`src/rtl/conv_out_writer_if.sv`:
```
// Memory write port of the convolution output writer: one addressed beat
// per handshake, qualified by wr_valid and accepted when wr_ready is high.
interface conv_out_writer_if #(
  parameter int WR_WIDTH   = 48,
  parameter int ADDR_WIDTH = 20
);

  logic [WR_WIDTH-1:0]   wr_data;
  logic [ADDR_WIDTH-1:0] wr_addr;
  logic                  wr_valid;
  logic                  wr_ready;

  // The writer drives the beat, the memory side answers with ready
  modport master (
    output wr_data,
    output wr_addr,
    output wr_valid,
    input  wr_ready
  );

  modport slave (
    input  wr_data,
    input  wr_addr,
    input  wr_valid,
    output wr_ready
  );

endinterface

```
`src/rtl/conv_out_writer.sv`:
```
// conv_out_writer: absorbs the per-pixel convolution result stream in a
// pixel FIFO, splits every pixel into BEATS memory words (lowest bits first)
// and writes them to sequential addresses starting at a per-frame base.
// Reports frame completion with a one-cycle pulse and dropped pixels with a
// sticky overflow flag.
module conv_out_writer #(
  parameter int CONV_OUT_NUM  = 18,
  parameter int DATA_WIDTH    = 8,
  parameter int WR_WIDTH      = 48,
  parameter int ADDR_WIDTH    = 20,
  parameter int FIFO_DEPTH    = 16,
  parameter int PIX_PER_FRAME = 320*240
) (
  input  logic                               clk,
  input  logic                               rstn,
  input  logic                               start,
  input  logic [ADDR_WIDTH-1:0]              base_addr,
  input  logic [CONV_OUT_NUM*DATA_WIDTH-1:0] Conv_data_in,
  input  logic                               Conv_data_valid_in,
  conv_out_writer_if.master                  wr,
  output logic                               busy,
  output logic                               frame_done,
  output logic                               overflow
);

  localparam int PIX_WIDTH = CONV_OUT_NUM * DATA_WIDTH;
  localparam int BEATS     = PIX_WIDTH / WR_WIDTH;
  localparam int BEAT_W    = (BEATS > 1) ? $clog2(BEATS) : 1;
  localparam int PTR_W     = (FIFO_DEPTH > 1) ? $clog2(FIFO_DEPTH) : 1;
  localparam int FCNT_W    = PTR_W + 1;
  localparam int PCNT_W    = $clog2(PIX_PER_FRAME + 1);

  typedef enum logic [1:0] {
    IDLE = 2'd0,
    RUN  = 2'd1,
    DONE = 2'd2
  } state_t;

  state_t state_q, state_d;

  // Pixel FIFO storage and bookkeeping
  logic [PIX_WIDTH-1:0] fifoMem_q [FIFO_DEPTH];
  logic [PTR_W-1:0]     wrPtr_q, rdPtr_q;
  logic [FCNT_W-1:0]    fifoCount_q, fifoCount_d;
  logic                 fifoFull, fifoEmpty;

  // Serializer: one pixel shifted down by a beat on every acceptance
  logic [PIX_WIDTH-1:0] serPixel_q;
  logic [BEAT_W-1:0]    beatIdx_q;
  logic                 serValid_q;

  // Address, frame progress and status
  logic [ADDR_WIDTH-1:0] addr_q, addr_d;
  logic [PCNT_W-1:0]     pixCount_q, pixCount_d;
  logic                  frameDone_q;
  logic                  overflow_q;

  // Control strobes
  logic running;
  logic push;
  logic drop;
  logic load;
  logic accept;
  logic lastAccept;
  logic frameEnd;

  assign fifoFull   = (fifoCount_q == FCNT_W'(FIFO_DEPTH));
  assign fifoEmpty  = (fifoCount_q == '0);
  assign running    = (state_q == RUN) && !start;
  assign accept     = serValid_q && wr.wr_ready;
  assign lastAccept = accept && (beatIdx_q == BEAT_W'(BEATS - 1));
  assign frameEnd   = running && lastAccept &&
                      (pixCount_q == PCNT_W'(PIX_PER_FRAME - 1));
  // A full FIFO refuses the pixel even if a pop happens in the same cycle
  assign push       = running && Conv_data_valid_in && !fifoFull;
  assign drop       = running && Conv_data_valid_in && fifoFull;
  // Refill the serializer when empty or as its last beat leaves, but never
  // pull a pixel beyond the end of the frame
  assign load       = running && !fifoEmpty &&
                      (!serValid_q || (lastAccept && !frameEnd));

  // Next-state logic: start always (re)enters RUN, the final pixel ends it
  always_comb begin
    state_d = state_q;
    case (state_q)
      IDLE: begin
        if (start) state_d = RUN;
      end
      RUN: begin
        if (start)         state_d = RUN;
        else if (frameEnd) state_d = DONE;
      end
      DONE: begin
        if (start) state_d = RUN;
      end
      default: state_d = IDLE;
    endcase
  end

  // State register
  always_ff @(posedge clk or negedge rstn) begin
    if (!rstn) state_q <= IDLE;
    else       state_q <= state_d;
  end

  // Next values of the FIFO occupancy, write address and pixel count
  always_comb begin
    fifoCount_d = fifoCount_q;
    addr_d      = addr_q;
    pixCount_d  = pixCount_q;
    if (start) begin
      fifoCount_d = '0;
      addr_d      = base_addr;
      pixCount_d  = '0;
    end else begin
      case ({push, load})
        2'b10:   fifoCount_d = fifoCount_q + FCNT_W'(1);
        2'b01:   fifoCount_d = fifoCount_q - FCNT_W'(1);
        default: fifoCount_d = fifoCount_q;
      endcase
      if (accept)     addr_d     = addr_q + ADDR_WIDTH'(1);
      if (lastAccept) pixCount_d = pixCount_q + PCNT_W'(1);
    end
  end

  // Pixel storage is a plain memory without reset
  always_ff @(posedge clk) begin
    if (push) fifoMem_q[wrPtr_q] <= Conv_data_in;
  end

  // FIFO pointers and occupancy, flushed by start
  always_ff @(posedge clk or negedge rstn) begin
    if (!rstn) begin
      wrPtr_q     <= '0;
      rdPtr_q     <= '0;
      fifoCount_q <= '0;
    end else begin
      fifoCount_q <= fifoCount_d;
      if (start) begin
        wrPtr_q <= '0;
        rdPtr_q <= '0;
      end else begin
        if (push) wrPtr_q <= wrPtr_q + PTR_W'(1);
        if (load) rdPtr_q <= rdPtr_q + PTR_W'(1);
      end
    end
  end

  // Serializer: load a whole pixel, then shift one beat out per acceptance
  always_ff @(posedge clk or negedge rstn) begin
    if (!rstn) begin
      serPixel_q <= '0;
      beatIdx_q  <= '0;
      serValid_q <= 1'b0;
    end else if (start) begin
      serPixel_q <= '0;
      beatIdx_q  <= '0;
      serValid_q <= 1'b0;
    end else if (load) begin
      serPixel_q <= fifoMem_q[rdPtr_q];
      beatIdx_q  <= '0;
      serValid_q <= 1'b1;
    end else if (accept) begin
      serPixel_q <= serPixel_q >> WR_WIDTH;
      if (beatIdx_q == BEAT_W'(BEATS - 1)) begin
        beatIdx_q  <= '0;
        serValid_q <= 1'b0;
      end else begin
        beatIdx_q <= beatIdx_q + BEAT_W'(1);
      end
    end
  end

  // Beat address and frame pixel count
  always_ff @(posedge clk or negedge rstn) begin
    if (!rstn) begin
      addr_q     <= '0;
      pixCount_q <= '0;
    end else begin
      addr_q     <= addr_d;
      pixCount_q <= pixCount_d;
    end
  end

  // Frame-complete pulse and sticky overflow flag
  always_ff @(posedge clk or negedge rstn) begin
    if (!rstn) begin
      frameDone_q <= 1'b0;
      overflow_q  <= 1'b0;
    end else begin
      frameDone_q <= frameEnd;
      if (start)     overflow_q <= 1'b0;
      else if (drop) overflow_q <= 1'b1;
    end
  end

  assign wr.wr_valid = serValid_q;
  assign wr.wr_data  = serPixel_q[WR_WIDTH-1:0];
  assign wr.wr_addr  = addr_q;
  assign busy        = (state_q == RUN);
  assign frame_done  = frameDone_q;
  assign overflow    = overflow_q;

endmodule

```
`src/flat_wrapper.sv`:
```
// flat-port wrapper written by rule: the top's interface ports become plain ports
module conv_out_writer_flat 
#(
  parameter int CONV_OUT_NUM  = 18,
  parameter int DATA_WIDTH    = 8,
  parameter int WR_WIDTH      = 48,
  parameter int ADDR_WIDTH    = 20,
  parameter int FIFO_DEPTH    = 16,
  parameter int PIX_PER_FRAME = 320*240
)
  (clk, rstn, start, base_addr, Conv_data_in, Conv_data_valid_in, busy, frame_done, overflow, wr_wr_data, wr_wr_addr, wr_wr_valid, wr_wr_ready);
  conv_out_writer_if #(.WR_WIDTH(WR_WIDTH), .ADDR_WIDTH(ADDR_WIDTH)) wr_i ();
  input  logic clk;
  input  logic rstn;
  input  logic start;
  input  logic [ADDR_WIDTH-1:0] base_addr;
  input  logic [CONV_OUT_NUM*DATA_WIDTH-1:0] Conv_data_in;
  input  logic Conv_data_valid_in;
  output logic busy;
  output logic frame_done;
  output logic overflow;
  output wire logic [$bits(wr_i.wr_data)-1:0] wr_wr_data;
  output wire logic [$bits(wr_i.wr_addr)-1:0] wr_wr_addr;
  output wire logic [$bits(wr_i.wr_valid)-1:0] wr_wr_valid;
  input wire logic [$bits(wr_i.wr_ready)-1:0] wr_wr_ready;
  assign wr_wr_data = wr_i.wr_data;
  assign wr_wr_addr = wr_i.wr_addr;
  assign wr_wr_valid = wr_i.wr_valid;
  assign wr_i.wr_ready = wr_wr_ready;
  conv_out_writer #(.CONV_OUT_NUM(CONV_OUT_NUM), .DATA_WIDTH(DATA_WIDTH), .WR_WIDTH(WR_WIDTH), .ADDR_WIDTH(ADDR_WIDTH), .FIFO_DEPTH(FIFO_DEPTH), .PIX_PER_FRAME(PIX_PER_FRAME)) u_core (.clk(clk), .rstn(rstn), .start(start), .base_addr(base_addr), .Conv_data_in(Conv_data_in), .Conv_data_valid_in(Conv_data_valid_in), .wr(wr_i), .busy(busy), .frame_done(frame_done), .overflow(overflow));
endmodule
```
`config.mk`:
```
export PLATFORM = sky130hd
export DESIGN_NAME = conv_out_writer_flat
export DESIGN_NICKNAME = d
export VERILOG_FILES = /design/src/rtl/conv_out_writer_if.sv /design/src/rtl/conv_out_writer.sv /design/src/flat_wrapper.sv
export SDC_FILE = /design/constraint.sdc
export NUM_CORES = 2
export LEC_CHECK = 0
export CAP_MARGIN = 20
export CORE_MARGIN = 2
export CORE_UTILIZATION = 56
export DETAILED_ROUTE_END_ITERATION = 16
export GPL_TIMING_DRIVEN = 0
export HOLD_SLACK_MARGIN = 0.02
export PLACE_DENSITY = 0.76
export SYNTH_ARGS = -nofsm -noshare
export SYNTH_HDL_FRONTEND = slang
export SYNTH_SLANG_ARGS = --single-unit
```
`constraint.sdc`:
```
create_clock -name clk -period 5.1 [get_ports clk]
set_input_delay 1.53 -clock clk [delete_from_list [all_inputs] [get_ports clk]]
set_output_delay 1.53 -clock clk [all_outputs]
set_load 0.02 [all_outputs]
```
Word-level counts from Yosys, hierarchy flattened
Memories as Yosys holds them, arrays and structs flattened. Cells that the tools add are included. Widths: inputs -> output; s select.

Bits in registers: 201. Word-level logic and storage cells: 87. Bits in writable memories: 2304. Output and inout bits: 72. Memories kept: 1. Input port bits: 169.

Memories: u_core.fifoMem_q (depth 16, width 144, rd ports 1, clocked after memory_dff 0, write ports 1, RTL line conv_out_writer.sv:42) `logic [PIX_WIDTH-1:0] fifoMem_q [FIFO_DEPTH];`.

Mux-type cells: 29. Equal/unequal tests: 9. Reductions and logical operators: 30. Add/sub/neg operators: 7.

Operators by type and width (count): $mux 144 (3); $mux 20 (2); $mux 17 (2); $add 20x1->20 const B (1); $add 17x1->17 const B (1); $eq 17x17->1 const B (1); $mux 4 (4); $mux 2 (7); $logic_and 1x1->1 (11); $pmux 5 s2 (1); $reduce_bool 2->1 (5); $reduce_bool 3->1 (3); $add 4x1->4 const B (2); $mux 1 (8); $eq 2x2->1 const B (3); $add 5x1->5 const B (1); $eq 5x5->1 const B (1); $logic_not 1->1 (5); $logic_not 5->1 (1); $mux 5 (1); $sub 5x1->5 const B (1); $eq 2x1->1 const B (2); $pmux 2 s2 (1); $reduce_and 2->1 (2); 6 further kinds (6).

Depth between registers and ports, before layout
Depth in word-level cells: 11. Mapped depth: 12. Mapped depth without buffers: 11.

Worst setup path after synthesis
No wires, ideal clock.

Kind: input to register. From: input start. To: memory u_core.fifoMem_q[4][0] (netlist name), enable pin. Setup time: 0.521 ns. Arrival time: 6.201 ns. Cell stages on the path: 8. Path buffers: 3. Data required time: 4.579 ns. Slack: -1.622 ns. Cell sequence: buf_2 > nor3b_1 > and3_1 > clkbuf_1 > buf_2 > nand2_1 > nor2_1 > and2_1.

Cells in the longest elaborated chain, start to end: 6.

Ends and longest elaborated chain: start: declaration (RTL line flat_wrapper.sv:15) `input logic start;`; $logic_not 1->1 (RTL line conv_out_writer.sv:69) `assign running = (state_q == RUN) && !start;`; $logic_and 1x1->1 (RTL line conv_out_writer.sv:69); $logic_and 1x1->1 (2 in series) (RTL line conv_out_writer.sv:75) `assign push = running && Conv_data_valid_in && !fifoFull;`; $mux 1 (RTL line conv_out_writer.sv:128) `if (push) fifoMem_q[wrPtr_q] <= Conv_data_in;`; $mux 1 (implied by the code) (RTL line conv_out_writer.sv:128); end: declaration (RTL line conv_out_writer.sv:42).

Every way passes these cells.

Final worst setup path
From: input start. To: memory u_core.fifoMem_q[4][58] (netlist name), enable pin.

Same word-level chain as after synthesis.

==> flow_metrics.env <==
export IMPL_synthTopCellsByArea="edfxtp_1 (72%), mux4_2 (17%), dfrtp_1 (5.2%)"
export IMPL_synth_edf_count=2304
export IMPL_crit_chain="clkdlybuf4s50_1 -> buf_2 -> nor3b_2 -> and3_1 -> clkbuf_1 -> buf_2 -> nand2_1 -> nor2_1 -> and2_4 -> buf_16 -> buf_16 -> buf_16"
export IMPL_grt_pass1_wl_mm=361
export IMPL_worstPathRequired_ns=5.62
export IMPL_cts_max_path_buffers=3
export IMPL_worstPathArrival_ns=5.29
export IMPL_irDropWorstVdd_mv=0.328
export IMPL_synthXorXnorAreaFrac_pct=0.391
export IMPL_synth_cell_types=57
export IMPL_portBuffers=239
export IMPL_clock_sinks=2505
export IMPL_synth_net_count=4397
export IMPL_cts_resized=0
export IMPL_grt_max_degree=126
export IMPL_worst_slew_pin_slew_ns=1.17
export IMPL_worstSetupStartpointType="input port"
export IMPL_cts_buffers_inserted=228
export IMPL_register_area_mm2=0.0742
export IMPL_die_area_mm2=0.176
export IMPL_finalHoldViolations=0
export IMPL_most_common_layout_cells="edfxtp_1 (2304), mux4_2 (720), nand2_1 (242)"
export IMPL_synth_simple_gate_area_share_pct=1.94
export IMPL_synth_compound_area_share_pct=1.55
export IMPL_synth_adder_area_share_pct=0.116
export IMPL_setup_viol=0
export IMPL_num_vias=48208
export IMPL_final_common_cell="edfxtp_1"
export IMPL_min_path_type="reg -> reg"
export IMPL_placed_cells=6832
export IMPL_power_leakage_nw=35.6
export IMPL_cap_viol_max_count=0
export IMPL_drtAntennaViolNets=0
export IMPL_gp_congestion=0.852
export IMPL_die_w_um=420
export IMPL_skew_ns=0.0355
export IMPL_status="finished, final reports clean"
export IMPL_fin_nets=4941
export IMPL_finalCritPeriodShare_pct=93.5
export IMPL_ys_flop_type="edfxtp_1"
export IMPL_cts_hold_buf=0
export IMPL_fmax_ghz=0.210
export IMPL_synth_async_reset_ratio_pct=8.02
export IMPL_cp_slowest_cell="and2_4"
export IMPL_insertion_delay_ns=0.88
export IMPL_clk_pin_slew_ns=0.06
export IMPL_hpwlAfterDp_mm=153
export IMPL_finalPower_w=0.0529
export IMPL_holdWs_ns=0.502
export IMPL_via_per_inst=6.61
export IMPL_htreeDepth=4
export IMPL_slew_viol_final=0
export IMPL_critPathTopFamily="buffers and inverters"
export IMPL_cts_tree="done"
export IMPL_die_height_um=420
export IMPL_initial_core_util_pct=56.4
export IMPL_grt_usage_pct=29.4
export IMPL_max_slew_margin_rel_pct=21.7
export IMPL_crit_type="in -> reg"
export IMPL_area_growth_pct=14.8
export IMPL_path_buf_inv=7
export IMPL_core_mm2=0.172
export IMPL_rsz0062_at_grt="false"
export IMPL_cpPeakStageDelay_ns=0.55
export IMPL_ys_ff_latch=2505
export IMPL_netlist_area_mm2=0.0968
export IMPL_grt_pass1_vias=48748
export IMPL_boundaryPins=241
export IMPL_avgSynthCellArea_um2=22.9
export IMPL_stdcell_count=7289
export IMPL_multi_input_area_mm2=0.0211
export IMPL_period_needed_ns=4.77
export IMPL_drt_total_wl_mm=256
export IMPL_synth_top_area_share_pct=71.5
export IMPL_postCtsSetupRepairBufs=0
export IMPL_drtIter0Drc=6629
export IMPL_ys_seq_area_share_pct=76.7
export IMPL_cellPowerDensity_mw_per_mm2=476
export IMPL_wl_per_cell_um=35.1
export IMPL_root_buffer="clkbuf_16"
export IMPL_fill_cells=10718
export IMPL_synth_top_family_by_area="multiplexers"
export IMPL_dr_pass1_iters=8
export IMPL_yosysWarningCount=0
export IMPL_synthMuxAreaShare_pct=17.8
export IMPL_overflow=0
export IMPL_row_count=152
export IMPL_drc=0
export IMPL_yosys_area_top_type="edfxtp_1"
export IMPL_crit_fanout=42
export IMPL_end_kind="flip-flop"
export IMPL_antenna_found_initial=43
export IMPL_cpMostUsedCell="buf_16"
export IMPL_synth_cells=4219
export IMPL_drive_above_1_share_pct=27.7
[area by class of cell]
class,instances,area share [%]
antenna,25,0.0563
buffer,286,1.34
clock buffer,301,5.59
clock inverter,120,0.881
inverter,4,0.0135
multi-input combinational,1424,19.0
sequential,2505,66.8
tap,2310,2.60
timing repair buffer,314,3.74
[per-layer routing]
| layer | part of all wire, % | vias up | GRT usage (%) |
|---|---|---|---|
| met4 | 5.7 | 22 | 16.1 |
| met5 | 0.055 | - | 0 |
| met3 | 9.6 | 560 | 5.82 |
| met1 | 35 | 25562 | 38.8 |
| li1 | - | 18795 | - |
| met2 | 49 | 3269 | 46.8 |
[path summary, 6_finish.rpt]
path	cells past startpoint	end	slack, ns	start
max	12	u_core.fifoMem_q[4][58]	0.33	start
max reg2reg	8	u_core.serPixel_q[48]	0.86	u_core.rdPtr_q[1]
min in group asynchronous	1	u_core.wr.wr_addr[18]	0.66	rstn
max in group asynchronous	2	u_core.serPixel_q[45]	3.39	rstn
min	2	u_core.serPixel_q[126]	0.50	u_core.serPixel_q[126]
min reg2reg	2	u_core.serPixel_q[126]	0.50	u_core.serPixel_q[126]
[cell usage after synthesis (2+ instances only)]
cell type and number:
o21ai_1 3, nor3b_1 2, or2_2 2, xor2_1 26, mux2i_1 95, o21ai_0 21
o31ai_2 94, nand2_1 242, buf_6 15, edfxtp_1 2304, nand4_1 9, and3_1 12
dfrtp_1 201, buf_1 11, or3_1 3, nand2b_1 3, inv_1 4, ha_1 9
or4_1 3, nor2_1 38, clkbuf_1 137, mux4_2 720, buf_4 60, nor3_1 9
buf_2 63, and2_1 10, a311oi_1 2, a21oi_1 9, and4_1 5, nand3_1 66
xnor2_1 14, a31oi_1 2
[sequential cells by signal, summed over array words and instances, names as in the netlist]
name / flops
u_core.wrPtr_q: 4
u_core.wr.wr_valid: 1
u_core.fifoCount_q: 5
u_core.state_q: 2
u_core.overflow: 1
u_core.frame_done: 1
u_core.serPixel_q: 144
u_core.wr.wr_addr: 20
u_core.beatIdx_q: 2
u_core.rdPtr_q: 4
u_core.pixCount_q: 17
u_core.fifoMem_q: 2304
[tightest hold or removal path, stage by stage (launching register included)]
cell	delay, ns
dfrtp_1	0.34
nand3_1	0.07
nand2_1	0.06
[per-stage QoR]
stage               cell area [um^2]  setup TNS (ns)  util [%]  setup slack [ns]
finish                        111000               0      64.8             0.330
global route                  111000               0      64.8             0.172
CTS                           111000               0      64.6             0.101
detailed placement            104000         -335.57      60.4            -0.804
global placement              102000        -7286.38      59.5             -6.03
floorplan                      96800               0         -            0.0581
[where the power goes]
group | switching [W] | total (W) | internal [W]
sequential | 0.000738 | 0.0240 | 0.0232
combinational | 0.00685 | 0.0124 | 0.00554
clock | 0.00751 | 0.0166 | 0.00907
[logic make-up (layout without fill, tap and decap cells)]
kind of cell / after synthesis / after routing
adders and majority gates: 9 / 9
DFF: 2505 / 2505
and+or+nand+nor: 416 / 416
AOI/OAI and AO/OA: 142 / 142
other: 0 / 25
muxes: 816 / 816
xor gates and xnor gates: 41 / 41
buffers and inverters: 290 / 1025
Note: power is estimated with default switching activity, not from simulation.
